### src/rtl/layer_compositor_if.sv
// Bus bundle for layer_compositor: pixel/layer inputs, enable-update handshake,
// expanded colour outputs and collision report. slave = compositor side.
interface layer_compositor_if #(
    parameter int NUM_LAYERS = 4
) ();
    logic                      pix_valid;
    logic                      frame_start;
    logic [NUM_LAYERS-1:0]     layer_draw;
    logic [8*NUM_LAYERS-1:0]   layer_rgb;
    logic [7:0]                background_rgb;
    logic                      cfg_valid;
    logic [NUM_LAYERS-1:0]     cfg_layer_en;
    logic                      cfg_ready;
    logic [7:0]                m_mVGA_R;
    logic [7:0]                m_mVGA_G;
    logic [7:0]                m_mVGA_B;
    logic                      out_valid;
    logic [NUM_LAYERS-1:0]     collision_mask;
    logic                      collision_valid;

    modport master (
        output pix_valid, frame_start, layer_draw, layer_rgb, background_rgb,
               cfg_valid, cfg_layer_en,
        input  cfg_ready, m_mVGA_R, m_mVGA_G, m_mVGA_B, out_valid,
               collision_mask, collision_valid
    );

    modport slave (
        input  pix_valid, frame_start, layer_draw, layer_rgb, background_rgb,
               cfg_valid, cfg_layer_en,
        output cfg_ready, m_mVGA_R, m_mVGA_G, m_mVGA_B, out_valid,
               collision_mask, collision_valid
    );
endinterface

### src/rtl/layer_compositor.sv
// Priority layer compositor: highest opaque object layer over background, RGB332 -> 8-bit RGB,
// frame-synchronous layer enables; per-frame collision report when LAYER_COMPOSITOR_COLLISION_EN is defined.
module layer_compositor #(
    parameter int         NUM_LAYERS  = 4,
    parameter logic [7:0] TRANSPARENT = 8'hFF
) (
    input logic               CLK,
    input logic               RESETn,
    layer_compositor_if.slave bus
);
    logic [NUM_LAYERS-1:0] active_en;
    logic [NUM_LAYERS-1:0] pending_en;
    logic                  pending;
    logic                  cfg_fire;
    logic [NUM_LAYERS-1:0] opaque;
    logic [7:0]            sel_rgb;

    logic                  s1_valid;
    logic [7:0]            s1_rgb;
    logic                  s2_valid;
    logic [7:0]            s2_r;
    logic [7:0]            s2_g;
    logic [7:0]            s2_b;

    always_comb begin
        opaque = '0;
        for (int i = 0; i < NUM_LAYERS; i++) begin
            opaque[i] = bus.layer_draw[i] & active_en[i] &
                        (bus.layer_rgb[8*i +: 8] != TRANSPARENT);
        end
    end

    // Ascending scan: a later (higher-priority) opaque layer overrides earlier ones.
    always_comb begin
        sel_rgb = bus.background_rgb;
        for (int i = 0; i < NUM_LAYERS; i++) begin
            if (opaque[i]) sel_rgb = bus.layer_rgb[8*i +: 8];
        end
    end

    // Enable handshake: a transfer happens on cfg_valid & cfg_ready; cfg_ready is low while an
    // update is pending, and a requester seeing it low must hold cfg_valid and cfg_layer_en.
    // The pending mask takes effect at the next frame_start strictly after the transfer cycle.
    assign cfg_fire      = bus.cfg_valid & ~pending;
    assign bus.cfg_ready = ~pending;

    always_ff @(posedge CLK or negedge RESETn) begin
        if (!RESETn) begin
            active_en  <= '1;
            pending_en <= '1;
            pending    <= 1'b0;
        end else begin
            if (bus.frame_start && pending) begin
                active_en <= pending_en;
                pending   <= 1'b0;
            end
            if (cfg_fire) begin
                pending_en <= bus.cfg_layer_en;
                pending    <= 1'b1;
            end
        end
    end

    always_ff @(posedge CLK or negedge RESETn) begin
        if (!RESETn) begin
            s1_valid <= 1'b0;
            s1_rgb   <= '0;
            s2_valid <= 1'b0;
            s2_r     <= '0;
            s2_g     <= '0;
            s2_b     <= '0;
        end else begin
            s1_valid <= bus.pix_valid;
            s1_rgb   <= sel_rgb;
            s2_valid <= s1_valid;
            if (s1_valid) begin
                s2_r <= {s1_rgb[7:5], 5'b0};
                s2_g <= {s1_rgb[4:2], 5'b0};
                s2_b <= {s1_rgb[1:0], 6'b0};
            end else begin
                s2_r <= '0;
                s2_g <= '0;
                s2_b <= '0;
            end
        end
    end

    assign bus.m_mVGA_R  = s2_r;
    assign bus.m_mVGA_G  = s2_g;
    assign bus.m_mVGA_B  = s2_b;
    assign bus.out_valid = s2_valid;

`ifdef LAYER_COMPOSITOR_COLLISION_EN
    logic                  multi;
    logic                  seen;
    logic [NUM_LAYERS-1:0] coll;
    logic [NUM_LAYERS-1:0] coll_q;
    logic [NUM_LAYERS-1:0] acc;
    logic [NUM_LAYERS-1:0] cmask_q;
    logic                  cvalid_q;

    // A layer collides when it is opaque and at least one other layer is opaque too.
    always_comb begin
        multi = 1'b0;
        seen  = 1'b0;
        for (int i = 0; i < NUM_LAYERS; i++) begin
            if (opaque[i] && seen) multi = 1'b1;
            seen = seen | opaque[i];
        end
        coll = (multi && bus.pix_valid) ? opaque : '0;
    end

    // coll_q captured at the frame_start edge belongs to the new frame, so acc restarts from 0.
    always_ff @(posedge CLK or negedge RESETn) begin
        if (!RESETn) begin
            coll_q   <= '0;
            acc      <= '0;
            cmask_q  <= '0;
            cvalid_q <= 1'b0;
        end else begin
            coll_q <= coll;
            if (bus.frame_start) begin
                cmask_q  <= acc | coll_q;
                acc      <= '0;
                cvalid_q <= 1'b1;
            end else begin
                acc      <= acc | coll_q;
                cvalid_q <= 1'b0;
            end
        end
    end

    assign bus.collision_mask  = cmask_q;
    assign bus.collision_valid = cvalid_q;
`else
    assign bus.collision_mask  = '0;
    assign bus.collision_valid = 1'b0;
`endif
endmodule

### src/flat_wrapper.sv
// flat-port wrapper written by rule: the top's interface ports become plain ports
module layer_compositor_flat 
#(
    parameter int         NUM_LAYERS  = 4,
    parameter logic [7:0] TRANSPARENT = 8'hFF
)
  (CLK, RESETn, bus_pix_valid, bus_frame_start, bus_layer_draw, bus_layer_rgb, bus_background_rgb, bus_cfg_valid, bus_cfg_layer_en, bus_cfg_ready, bus_m_mVGA_R, bus_m_mVGA_G, bus_m_mVGA_B, bus_out_valid, bus_collision_mask, bus_collision_valid);
  layer_compositor_if #(.NUM_LAYERS(NUM_LAYERS)) bus_i ();
  input logic CLK;
  input logic RESETn;
  input wire logic [$bits(bus_i.pix_valid)-1:0] bus_pix_valid;
  input wire logic [$bits(bus_i.frame_start)-1:0] bus_frame_start;
  input wire logic [$bits(bus_i.layer_draw)-1:0] bus_layer_draw;
  input wire logic [$bits(bus_i.layer_rgb)-1:0] bus_layer_rgb;
  input wire logic [$bits(bus_i.background_rgb)-1:0] bus_background_rgb;
  input wire logic [$bits(bus_i.cfg_valid)-1:0] bus_cfg_valid;
  input wire logic [$bits(bus_i.cfg_layer_en)-1:0] bus_cfg_layer_en;
  output wire logic [$bits(bus_i.cfg_ready)-1:0] bus_cfg_ready;
  output wire logic [$bits(bus_i.m_mVGA_R)-1:0] bus_m_mVGA_R;
  output wire logic [$bits(bus_i.m_mVGA_G)-1:0] bus_m_mVGA_G;
  output wire logic [$bits(bus_i.m_mVGA_B)-1:0] bus_m_mVGA_B;
  output wire logic [$bits(bus_i.out_valid)-1:0] bus_out_valid;
  output wire logic [$bits(bus_i.collision_mask)-1:0] bus_collision_mask;
  output wire logic [$bits(bus_i.collision_valid)-1:0] bus_collision_valid;
  assign bus_i.pix_valid = bus_pix_valid;
  assign bus_i.frame_start = bus_frame_start;
  assign bus_i.layer_draw = bus_layer_draw;
  assign bus_i.layer_rgb = bus_layer_rgb;
  assign bus_i.background_rgb = bus_background_rgb;
  assign bus_i.cfg_valid = bus_cfg_valid;
  assign bus_i.cfg_layer_en = bus_cfg_layer_en;
  assign bus_cfg_ready = bus_i.cfg_ready;
  assign bus_m_mVGA_R = bus_i.m_mVGA_R;
  assign bus_m_mVGA_G = bus_i.m_mVGA_G;
  assign bus_m_mVGA_B = bus_i.m_mVGA_B;
  assign bus_out_valid = bus_i.out_valid;
  assign bus_collision_mask = bus_i.collision_mask;
  assign bus_collision_valid = bus_i.collision_valid;
  layer_compositor #(.NUM_LAYERS(NUM_LAYERS), .TRANSPARENT(TRANSPARENT)) u_core (.CLK(CLK), .RESETn(RESETn), .bus(bus_i));
endmodule
### config.mk
export PLATFORM = sky130hd
export DESIGN_NAME = layer_compositor_flat
export DESIGN_NICKNAME = d
export VERILOG_FILES = /design/src/rtl/layer_compositor_if.sv /design/src/rtl/layer_compositor.sv /design/src/flat_wrapper.sv
export SDC_FILE = /design/constraint.sdc
export NUM_CORES = 1
export LEC_CHECK = 0
export ABC_AREA = 0
export BUFFER_PORTS_ARGS = -buffer_cell sky130_fd_sc_hd__buf_2
export CAP_MARGIN = 20
export CORE_ASPECT_RATIO = 1.5
export CORE_MARGIN = 3
export CORE_UTILIZATION = 25
export DETAILED_ROUTE_END_ITERATION = 16
export SYNTH_ARGS = -nofsm -noshare
export SYNTH_HDL_FRONTEND = slang
export SYNTH_SLANG_ARGS = --single-unit
export TNS_END_PERCENT = 50
### constraint.sdc
create_clock -name CLK -period 1.3 [get_ports CLK]
set_input_delay 0.195 -clock CLK [delete_from_list [all_inputs] [get_ports CLK]]
set_output_delay 0.195 -clock CLK [all_outputs]
set_load 0.03 [all_outputs]
# After elaboration in Yosys (flattened, before gate mapping)

Cells that the tools add are included.

Equal/unequal tests: 4
Multiplexer cells: 9
Bitwise operators: 10
Reductions and logical operators: 2

Operators with widths:

| cell               | number |
|---|---|
| $mux 8             | 7 |
| $ne 8x8->1 const B | 4 |
| $and 1x1->1        | 9 |
| $mux 1             | 2 |
| $reduce_bool 2->1  | 1 |
| $logic_and 1x1->1  | 1 |
| $not 1->1          | 1 |

Register bits after elaboration: 43
Input bits: 53
Output and inout bits: 31
Logic and storage cells: 34

# Longest topological paths before layout

Depth after elaboration: 6
Gate-level depth with buffers: 6
Depth with buffers taken out: 4

# Worst setup path after synthesis

No wires, ideal clock.

Kind: flip-flop to flip-flop
Start: reg u_core.active_en[0]
End: reg u_core.s1_rgb[6]
Setup time: 0.138 ns
Arrival: 1.192 ns
Data required time: 1.162 ns
Setup slack: -0.030 ns
Cell stages (with the launch flop): 4
Path buffers: 0
Clock period less this slack: 1.330 ns
Cell sequence: dfstp_2 > o211ai_1 > a221oi_1 > o311ai_1

Cells in the longest elaborated chain, start to end: 6

Ends and longest elaborated chain:

| element                  | line                   | RTL |
|---|---|---|
| from (decl)              | layer_compositor.sv:11 | `logic [NUM_LAYERS-1:0] active_en;` |
| from (signal assigned)   | layer_compositor.sv:54 | `active_en <= pending_en;` |
| $and 1x1->1 (2 in a row) | layer_compositor.sv:28 | `opaque[i] = bus.layer_draw[i] & active_en[i] &` |
| $mux 8 (4 in a row)      | layer_compositor.sv:37 | `if (opaque[i]) sel_rgb = bus.layer_rgb[8*i +: 8];` |
| via u_core.sel_rgb[6]    | layer_compositor.sv:16 | `logic [7:0] sel_rgb;` |
| to (signal assigned)     | layer_compositor.sv:74 | `s1_rgb <= sel_rgb;` |
| to (decl)                | layer_compositor.sv:19 | `logic [7:0] s1_rgb;` |

The timed path passes the listed nets, and every way through them passes these cells.
A chain may end at the register's enable or synchronous reset.

# Final worst setup path

Start: reg u_core.active_en[0]
End: reg u_core.s1_rgb[0]

The elaborated chain is that of the path after synthesis.

==> metrics.txt <==
Die Y=100 µm; R2R cell count=4; synthesized flop and latch total=27; hold_ws=0.0317 ns; max frequency=0.756 GHz; Total Wirelength=3860 µm; Avg Cell Area, Syn=10.8 µm²; Critical Path End Type=flip-flop; PortBufs=62; RSZ-0062 raised after global routing=true; max_cap viols=0; largest net degree at the start of global routing=28; sequential share of the synthesized area=46.5%; worst-path fanout max=8; synth top area cells=dfrtp_1, dfstp_2, buf_4; fin crit share=102%; Finished Core Util=37.1%; most frequent cells in the layout=buf_2, buf_4, conb_1; register area=686 µm²; fillers=584; fin crit period=1.32 ns; Worst Tran Pin Value=0.559 ns; HPWL after DPL=3400 µm; Layout area overhead=40.0%; Placed Area=1920 µm²; pwr dens=1420 nW/µm²; Final setup viols=6; layout cells sized above 1=56.8%; clock sink total=27; outcome=finished with violations; diode count=0; Static Leak=0.998 nW; WP data arrival=1.47 ns; GRT Overall Usage=11.4%; violated checks=setup timing; Core Rows=33; Initial Utilization=26.5%; GRT Residual Overflow=0; clk buf depth=2; skew final=0.00523 ns; commonest non-fill, non-tap cell in the layout=buf_2; cts bufs inserted=3; Multi-input gate area=754 µm²; Hold Crit Class=input port to flip-flop; drt wl/cell=13.2 µm; final setup margin=-0.0222 ns; Slew Limit Fails=0; hold depth=1; setup TNS=-0.0904 ns; antenna violations before repair=0; kind of critical path=flip-flop to flip-flop; vias in the first global route=1,335; clk_lat worst skew=0.27 ns; GP Congestion=0.880; Ports=84; post-synthesis cell count=137; vias per cell=4.46; Iteration-0 DRC Markers=32; clk slew on worst S/H paths=0.09 ns; Layout Nets=276; YS warnings=0; Yosys top cell area share=32.2%; via count=1,302; ANT nets after route=0; Critical Path Source Type=flip-flop; clk root buf=clkbuf_8; first-pass GRT wire length=5890 µm; Worst Path Required=1.45 ns; Die Span X=68.7 µm; Finished Cell Area=2070 µm²; DRC=0; synth unique cells=26; cell taking the most area after synthesis=dfrtp_1; Die Area=6880 µm²; Slew headroom=62.7%; Mapped Area=1480 µm²; CTS H-tree lvls=1; Peak supply drop=0.000452 V; DR pass1 iterations=4; final hold viol count=0; CTS tree=done; CORE AREA=5570 µm²
[kinds of logic (layout without fill, tap and decap cells)]
kind of cell	count (synthesis)	count (layout)	synth area share, %
muxes	8	8	6.11
DFF	27	27	46.5
buffers and inverters	25	90	13.2
and+or+nand+nor	53	53	19.8
other	1	21	0.254
AOI/OAI and AO/OA	23	23	14.1
[cell usage after synthesis]
cell type and count:
conb_1 1, and4_4 1, or2_0 1, o211ai_1 2, nand2_1 10, and2_1 8, nand3_1 8, buf_6 3
and3_1 1, mux2_2 8, and4_1 1, and3_2 7, a221oi_1 8, or2_2 1, o311ai_1 8, o21bai_1 1
nor2_1 8, buf_4 21, dfstp_2 8, a21oi_4 1, inv_1 1, nand4_1 6, o211a_1 2, nor2b_1 1
a21o_2 1, dfrtp_1 19
[stage by stage]
| step | power, mW | instances | setup slack [ns] |
|---|---|---|---|
| floorplan | 2.04 | 157 | -0.0180 |
| global placement | 2.37 | 287 | -0.212 |
| detailed placement | 2.38 | 287 | -0.209 |
| CTS | 2.94 | 292 | -0.0146 |
| global route | 3.14 | 292 | -0.0982 |
| finish | 2.94 | 292 | -0.0222 |
[area by class of cell]
class | count | area share (%)
Inverter | 1 | 0.182
Clock inverter | 1 | 0.363
Clock buffer | 3 | 2.00
Tap cell | 70 | 4.24
Multi-Input combinational cell | 105 | 36.5
Timing Repair Buffer | 85 | 23.5
Sequential cell | 27 | 33.2
[power by group]
group / switching (mW) / internal, mW / total [mW] / leakage, nW
Sequential: 0.102 / 1.16 / 1.26 / 0.319
Clock: 0.255 / 0.217 / 0.472 / 0.0217
Combinational: 0.666 / 0.540 / 1.21 / 0.657
[worst paths after layout]
path	startpoint	slack, ns	end
setup / recovery	u_core.active_en[0]	-0.02	u_core.s1_rgb[0]
hold / removal	bus_pix_valid	0.03	u_core.s1_valid
setup reg to reg	u_core.active_en[0]	-0.02	u_core.s1_rgb[0]
hold reg to reg	u_core.s1_rgb[3]	0.46	u_core.bus.m_mVGA_G[6]
max in group asynchronous	RESETn	0.48	u_core.active_en[3]
min in group asynchronous	RESETn	0.44	u_core.bus.m_mVGA_R[7]
[what timing repair did]
item / in CTS / in global routing
setup endpoints to repair: 8 / 8
setup buffers: 0 / 0
hold buffers: 1 / 0
gates cloned: 0 / 0
pin swaps: 15 / 0
endpoints found under the hold margin: 19 / 0
gates resized for setup: 13 / 2
[registers in the layout, indices dropped and copies added, names as in the netlist]
register and cells:
u_core.s1_valid 1, u_core.bus.out_valid 1, u_core.bus.m_mVGA_G 3, u_core.pending 1, u_core.bus.m_mVGA_B 2, u_core.active_en 4, u_core.bus.m_mVGA_R 3, u_core.s1_rgb 8
u_core.pending_en 4
[per-layer routing]
layer	GRT usage, %	vias to the layer above	routed length (µm)	share of wire (%)
met5	0	-	0	0
met4	5.56	0	135	3.5
met3	1.57	12	287	7.4
met2	20.8	63	2120	55
met1	12.3	591	1320	34
li1	-	636	-	-
[critical path, stage by stage (launching register included)]
cell      delay, ns
dfstp_2        0.55
o211ai_1       0.08
buf_4          0.18
a221oi_2       0.28
o311ai_1       0.11
Power figures use the tool's default switching activity.
